`config.mk`:
```
export PLATFORM = sky130hd
export DESIGN_NAME = indexor_lut_arbiter_flat
export DESIGN_NICKNAME = d
export VERILOG_FILES = /design/src/rtl/indexor_lut_arbiter_pkg.sv /design/src/rtl/indexor_lut_arbiter_if.sv /design/src/rtl/indexor_lut_arbiter_rr_arbiter.sv /design/src/rtl/indexor_lut_arbiter.sv /design/src/flat_wrapper.sv
export SDC_FILE = /design/constraint.sdc
export NUM_CORES = 1
export LEC_CHECK = 0
export ABC_AREA = 1
export CAP_MARGIN = 20
export CORE_UTILIZATION = 36
export CTS_CLUSTER_SIZE = 12
export DETAILED_ROUTE_END_ITERATION = 10
export SYNTH_ARGS = -nofsm -noshare
export SYNTH_HDL_FRONTEND = slang
export SYNTH_SLANG_ARGS = --single-unit
```
`constraint.sdc`:
```
create_clock -name clock_reset -period 2.55 [get_ports clock_reset]
set_input_delay 0.255 -clock clock_reset [delete_from_list [all_inputs] [get_ports clock_reset]]
set_output_delay 0.255 -clock clock_reset [all_outputs]
set_load 0.1 [all_outputs]
```
`src/rtl/indexor_lut_arbiter_pkg.sv`:
```
// Shared types for the indexor LUT arbiter.
// FSM states and the table reset pattern.
package indexor_lut_arbiter_pkg;

    typedef enum logic [1:0] {
        IDLE   = 2'd0,
        LOOKUP = 2'd1,
        RESP   = 2'd2
    } state_e;

    function automatic int unsigned table_reset(int unsigned k);
        return k + 1;
    endfunction

endpackage

```
`src/rtl/indexor_lut_arbiter_if.sv`:
```
// Request/response bundle between clients and the LUT arbiter.
// master = client side, slave = arbiter side.
interface indexor_lut_arbiter_if #(
    parameter int NREQ   = 4,
    parameter int IDX_W  = 2,
    parameter int DATA_W = 4,
    parameter int ID_W   = $clog2(NREQ)
) ();

    logic [NREQ-1:0]       req_valid;
    logic [NREQ*IDX_W-1:0] req_index;
    logic [NREQ-1:0]       req_ready;
    logic                  rsp_valid;
    logic [DATA_W-1:0]     rsp_data;
    logic [ID_W-1:0]       rsp_id;
    logic                  rsp_ready;

    modport master (
        output req_valid, req_index, rsp_ready,
        input  req_ready, rsp_valid, rsp_data, rsp_id
    );

    modport slave (
        input  req_valid, req_index, rsp_ready,
        output req_ready, rsp_valid, rsp_data, rsp_id
    );

endinterface

```
`src/rtl/indexor_lut_arbiter_rr_arbiter.sv`:
```
// Combinational round-robin picker: first valid requester
// at or after the pointer, wrapping modulo NREQ.
module indexor_lut_arbiter_rr_arbiter #(
    parameter int NREQ = 4,
    parameter int ID_W = $clog2(NREQ)
) (
    input  logic [NREQ-1:0] valid,
    input  logic [ID_W-1:0] pointer,
    output logic [NREQ-1:0] grant,
    output logic [ID_W-1:0] grant_id
);

    logic            found;
    logic [ID_W-1:0] k;

    always_comb begin
        grant    = '0;
        grant_id = '0;
        found    = 1'b0;
        k        = '0;
        for (int off = 0; off < NREQ; off++) begin
            k = ID_W'((int'(pointer) + off) % NREQ);
            if (!found && valid[k]) begin
                grant[k] = 1'b1;
                grant_id = k;
                found    = 1'b1;
            end
        end
    end

endmodule

```
`src/rtl/indexor_lut_arbiter.sv`:
```
// Shared lookup table with round-robin access for NREQ clients
// and a run-time config write port.
module indexor_lut_arbiter
    import indexor_lut_arbiter_pkg::*;
#(
    parameter int NREQ   = 4,
    parameter int DEPTH  = 4,
    parameter int IDX_W  = 2,
    parameter int DATA_W = 4,
    parameter int ID_W   = $clog2(NREQ)
) (
    input  logic [1:0]           clock_reset,
    indexor_lut_arbiter_if.slave bus,
    input  logic                 cfg_we,
    input  logic [IDX_W-1:0]     cfg_addr,
    input  logic [DATA_W-1:0]    cfg_data,
    output logic                 busy
);

    logic clk;
    logic rst_n;

    assign clk   = clock_reset[0];
    assign rst_n = clock_reset[1];

    state_e            state_q, state_d;
    logic [ID_W-1:0]   ptr_q, ptr_d;
    logic [IDX_W-1:0]  idx_q, idx_d;
    logic [ID_W-1:0]   id_q, id_d;
    logic              rsp_valid_q, rsp_valid_d;
    logic [DATA_W-1:0] rsp_data_q, rsp_data_d;
    logic [ID_W-1:0]   rsp_id_q, rsp_id_d;
    logic [DATA_W-1:0] table_q [DEPTH];
    logic [DATA_W-1:0] table_d [DEPTH];

    logic [NREQ-1:0]   grant;
    logic [ID_W-1:0]   grant_id;

    indexor_lut_arbiter_rr_arbiter #(
        .NREQ (NREQ),
        .ID_W (ID_W)
    ) u_rr (
        .valid    (bus.req_valid),
        .pointer  (ptr_q),
        .grant    (grant),
        .grant_id (grant_id)
    );

    // Gated by rst_n so no grant is offered while reset is held.
    assign bus.req_ready = (state_q == IDLE && rst_n) ? grant : '0;
    assign bus.rsp_valid = rsp_valid_q;
    assign bus.rsp_data  = rsp_data_q;
    assign bus.rsp_id    = rsp_id_q;
    assign busy          = (state_q != IDLE);

    always_comb begin
        state_d     = state_q;
        ptr_d       = ptr_q;
        idx_d       = idx_q;
        id_d        = id_q;
        rsp_valid_d = rsp_valid_q;
        rsp_data_d  = rsp_data_q;
        rsp_id_d    = rsp_id_q;
        table_d     = table_q;
        if (cfg_we) begin
            table_d[cfg_addr] = cfg_data;
        end
        unique case (state_q)
            IDLE: begin
                if (|bus.req_valid) begin
                    idx_d   = bus.req_index[int'(grant_id)*IDX_W +: IDX_W];
                    id_d    = grant_id;
                    state_d = LOOKUP;
                end
            end
            LOOKUP: begin
                // Reads the pre-write table, so a same-cycle cfg write is not seen.
                rsp_data_d  = table_q[idx_q];
                rsp_id_d    = id_q;
                rsp_valid_d = 1'b1;
                state_d     = RESP;
            end
            RESP: begin
                if (bus.rsp_ready) begin
                    rsp_valid_d = 1'b0;
                    ptr_d       = (id_q == ID_W'(NREQ-1)) ? '0 : id_q + 1'b1;
                    state_d     = IDLE;
                end
            end
            default: state_d = IDLE;
        endcase
    end

    always_ff @(posedge clk or negedge rst_n) begin
        if (!rst_n) begin
            state_q     <= IDLE;
            ptr_q       <= '0;
            idx_q       <= IDX_W'(DEPTH-1);
            id_q        <= '0;
            rsp_valid_q <= 1'b0;
            rsp_data_q  <= '0;
            rsp_id_q    <= '0;
            for (int k = 0; k < DEPTH; k++) begin
                table_q[k] <= DATA_W'(table_reset(k));
            end
        end else begin
            state_q     <= state_d;
            ptr_q       <= ptr_d;
            idx_q       <= idx_d;
            id_q        <= id_d;
            rsp_valid_q <= rsp_valid_d;
            rsp_data_q  <= rsp_data_d;
            rsp_id_q    <= rsp_id_d;
            table_q     <= table_d;
        end
    end

endmodule

```
`src/flat_wrapper.sv`:
```
// flat-port wrapper written by rule: the top's interface ports become plain ports
module indexor_lut_arbiter_flat import indexor_lut_arbiter_pkg::*;
#(
    parameter int NREQ   = 4,
    parameter int DEPTH  = 4,
    parameter int IDX_W  = 2,
    parameter int DATA_W = 4,
    parameter int ID_W   = $clog2(NREQ)
)
  (clock_reset, cfg_we, cfg_addr, cfg_data, busy, bus_req_valid, bus_req_index, bus_rsp_ready, bus_req_ready, bus_rsp_valid, bus_rsp_data, bus_rsp_id);
  indexor_lut_arbiter_if #(.NREQ(NREQ), .IDX_W(IDX_W), .DATA_W(DATA_W), .ID_W(ID_W)) bus_i ();
  input  logic [1:0] clock_reset;
  input  logic cfg_we;
  input  logic [IDX_W-1:0] cfg_addr;
  input  logic [DATA_W-1:0] cfg_data;
  output logic busy;
  input wire logic [$bits(bus_i.req_valid)-1:0] bus_req_valid;
  input wire logic [$bits(bus_i.req_index)-1:0] bus_req_index;
  input wire logic [$bits(bus_i.rsp_ready)-1:0] bus_rsp_ready;
  output wire logic [$bits(bus_i.req_ready)-1:0] bus_req_ready;
  output wire logic [$bits(bus_i.rsp_valid)-1:0] bus_rsp_valid;
  output wire logic [$bits(bus_i.rsp_data)-1:0] bus_rsp_data;
  output wire logic [$bits(bus_i.rsp_id)-1:0] bus_rsp_id;
  assign bus_i.req_valid = bus_req_valid;
  assign bus_i.req_index = bus_req_index;
  assign bus_i.rsp_ready = bus_rsp_ready;
  assign bus_req_ready = bus_i.req_ready;
  assign bus_rsp_valid = bus_i.rsp_valid;
  assign bus_rsp_data = bus_i.rsp_data;
  assign bus_rsp_id = bus_i.rsp_id;
  indexor_lut_arbiter #(.NREQ(NREQ), .DEPTH(DEPTH), .IDX_W(IDX_W), .DATA_W(DATA_W), .ID_W(ID_W)) u_core (.clock_reset(clock_reset), .bus(bus_i), .cfg_we(cfg_we), .cfg_addr(cfg_addr), .cfg_data(cfg_data), .busy(busy));
endmodule
```
==> summary.md <==
| Metric | Value |
|---|---|
| Status | finished, violations left |
| Failing checks | hold timing |
| Syn avg cell area | about 7.3 um2 |
| Worst hold path class | clk2async |
| # setup viols final | 0 |
| Vias | approximately 1900 |
| Largest net degree at the start of global routing | 15 |
| Die Wd | ~75 um |
| Total gr overflow | 0 |
| Clock Latency Late Sink | ~0.28 ns |
| Critical path required time | roughly 2.3 ns |
| Syn Nets | 290 |
| Final hold vios | 31 |
| Fmax | ~420 MHz |
| Peak VDD IR | 0.962 mV |
| Most used cell, CP | inv_1 |
| Worst-path cell chain | inv_2 > ha_4 > inv_1 > nand3_1 > nand2_2 > nor2_4 > a22oi_1 > o21ai_1 > o21ai_0 > inv_1 > buf_2 |
| Cells after Synth | 260 |
| # Max-Cap Violations | 0 |
| First-pass GRT wire length | slightly below 8000 um |
| Dpl ws | -0.434 ns |
| Fraction of layout cells with a size suffix above 1 | 23.0% |
| Initial Utilization | between 30% and 40% |
| Post-Syn Area | roughly 1900 um2 |
| RSZ-0062 raised after global routing | no |
| Drt pass-1 iters | 4 |
| Post-synth top flop | dfrtp_1 |
| Tmin final | roughly 2.4 ns |
| Die H | approximately 75 um |
| Finished Layout Cells | ~400 |
| Initial antenna violation count | 0 |
| Via density | 4.80 |
| Slew margin rel. | about two thirds |
| Layout Skew | a little over 0.003 ns |
| Detailed Route Iter0 Violations | 59 |
| Clock Sinks | 31 |
| Post-DP HPWL | about 3300 um |
| IO buf count | 32 |
| Placed Cells | between 300 and 400 |
| Antenna Cells | 0 |
| CP max FO | 5 |
| Post-CTS Hold Fix Bufs | 0 |
| Max-slew violation count | 0 |
| Vias in the first global route | roughly 2000 |
| Post-synth EDFFs | 0 |
| TritonCTS clock tree | built |
| Total Die Area | between 5000 and 6000 um2 |
| Setup Crit Path Kind | reg2out |
| Syn. warnings | 0 |
| Crit share post-route | between 90 and 100% |
| Clock Pin Slew Worst Setup and Hold Paths | ~0.06 ns |
| Drt wl/cell | approximately 12 um |
| TNS Setup | 0 ns |
| Routability cong. | between 0.8 and 0.9 |
| Critical Path Slowest Stage Cell | buf_2 |
| Unique masters post-synth | 25 |
| Slew @ Worst Pin | 0.484 ns |
| Area growth, synth to finish | 46.9% |
| Asr flop ratio synth | 100% |
| Synthesized flop and latch total | 31 |
| Crit path launch type | flop |
| Final WL | 4650 um |
| Layout Nets | between 300 and 400 |
| DR DRC count | 0 |
| CP endpoint kind | output port |
| I/O pins | 34 |
| Row count | 26 |
| CP peak stage delay | 0.41 ns |
| Antenna Violating Nets Remaining | 0 |
| Leakage | 0.00141 uW |
| Pwr/cell area | roughly 1700 nW/um2 |
| Hold Slack | -0.206 ns |
| Core box area | 5110 um2 |
| Setup WS post-layout | 0.149 ns |
| CP arrival | 2.15 ns |
| Sequential fraction of the synthesis area | between 40% and 50% |
| GRT Total Usage | between 10% and 20% |
-- layer usage --
| metal | vias to the layer above | part of all wire [%] | routed length (um) | global-route usage [%] |
|---|---|---|---|---|
| met3 | 6 | 5.0 | 233 | 12.3 |
| met4 | 0 | 1.0 | 48 | 15.9 |
| met5 | - | 0 | 0 | 0 |
| met2 | 46 | 50 | 2330 | 30.2 |
| li1 | 968 | - | - | - |
| met1 | 903 | 44 | 2040 | 18.8 |
-- flip-flops by register name, summed over array words and instances (netlist names) --
register,flops
u_core.bus.rsp_id,2
u_core.bus.rsp_data,4
u_core.state_q,2
u_core.id_q,2
u_core.idx_q,2
u_core.ptr_q,2
u_core.bus.rsp_valid,1
u_core.table_q,16
-- synthesized netlist by cell type (all sizes together) (2+ instances only) --
cell type / instances / share of area, %
a21oi: 3 / 0.79
a22oi: 2 / 0.79
a31oi: 5 / 1.6
clkbuf: 2 / 0.39
dfrtp: 24 / 31
dfstp: 7 / 9.6
ha: 8 / 5.2
inv: 38 / 7.5
nand2: 75 / 17
nand3: 25 / 7.1
nand4: 2 / 0.65
nor2: 31 / 7.1
o21ai: 32 / 8.4
-- metrics by stage --
step / instance area [um2] / hold slack (ns) / power [uW] / utilization, %
finish: 2810 / -0.206 / 4640 / 54.9
global route: 2810 / -0.214 / 5020 / 54.9
CTS: 2790 / -0.203 / 4680 / 54.5
detailed placement: 2380 / -0.296 / 3060 / 46.7
global placement: 2380 / -0.296 / 3050 / 46.7
floorplan: 1910 / -0.296 / 2390 / -
-- critical path: cells and delay by family (launching register included) --
family	cells	cell delay [ns]
AO/OA/AOI/OAI	3	0.23
adder cells (fa/ha/maj)	1	0.29
buffers and inverters	4	0.60
flip-flops	1	0.36
AND/OR/NAND/NOR	3	0.37
-- logic make-up after synthesis --
family          count (synthesis)  synth area share (%)
flops                          31                  41.1
compound gates                 45                  12.8
simple gates                  135                  32.4
buf+inv                        41                  8.45
fa+ha+maj                       8                  5.24
-- cell usage in the layout, fill, tap and decap left out, drive strengths merged, types with 3 or more instances in the layout --
| cell type | n |
|---|---|
| ha | 8 |
| dfrtp | 24 |
| o21ai | 32 |
| buf | 25 |
| clkbuf | 28 |
| clkdlybuf4s50 | 20 |
| nor2 | 31 |
| nand3 | 25 |
| nand2 | 75 |
| inv | 38 |
| dfstp | 7 |
| a21oi | 3 |
| a31oi | 5 |
-- layout make-up --
type,count,area [um2]
clock buffer,30,425
clock inverter,6,23.8
fill,508,2300
inverter,33,124
multi-input combinational,188,985
sequential,31,785
tap,70,87.6
timing repair buffer,43,377
-- repair_timing --
action | 4_1_cts | 5_1_grt
setup endpoints to repair | 10 | 6
gates cloned | 0 | 0
gates resized for setup | 24 | 7
pin swaps | 1 | 1
buffers inserted | 0 | 1
-- final timing paths --
path / to / cells after the start / slack, ns / startpoint
min reg2reg: u_core.table_q[3] / 2 / 0.48 / u_core.table_q[3]
max in group asynchronous: u_core.idx_q[0] / 3 / 2.57 / clock_reset[1]
max reg2reg: u_core.idx_q[0] / 14 / 0.66 / u_core.ptr_q[1]
min: u_core.ptr_q[0] / 3 / -0.21 / clock_reset[1]
min in group clock_reset: u_core.table_q[3] / 2 / 0.48 / u_core.table_q[3]
max: bus_req_ready[3] / 11 / 0.15 / u_core.ptr_q[1]
-- power by group --
| group | switching [uW] | internal, uW |
|---|---|---|
| sequential | 126 | 655 |
| combinational | 1410 | 697 |
| clock | 697 | 1050 |
| total | 2230 | 2400 |
(Power assumes the default switching activity.)
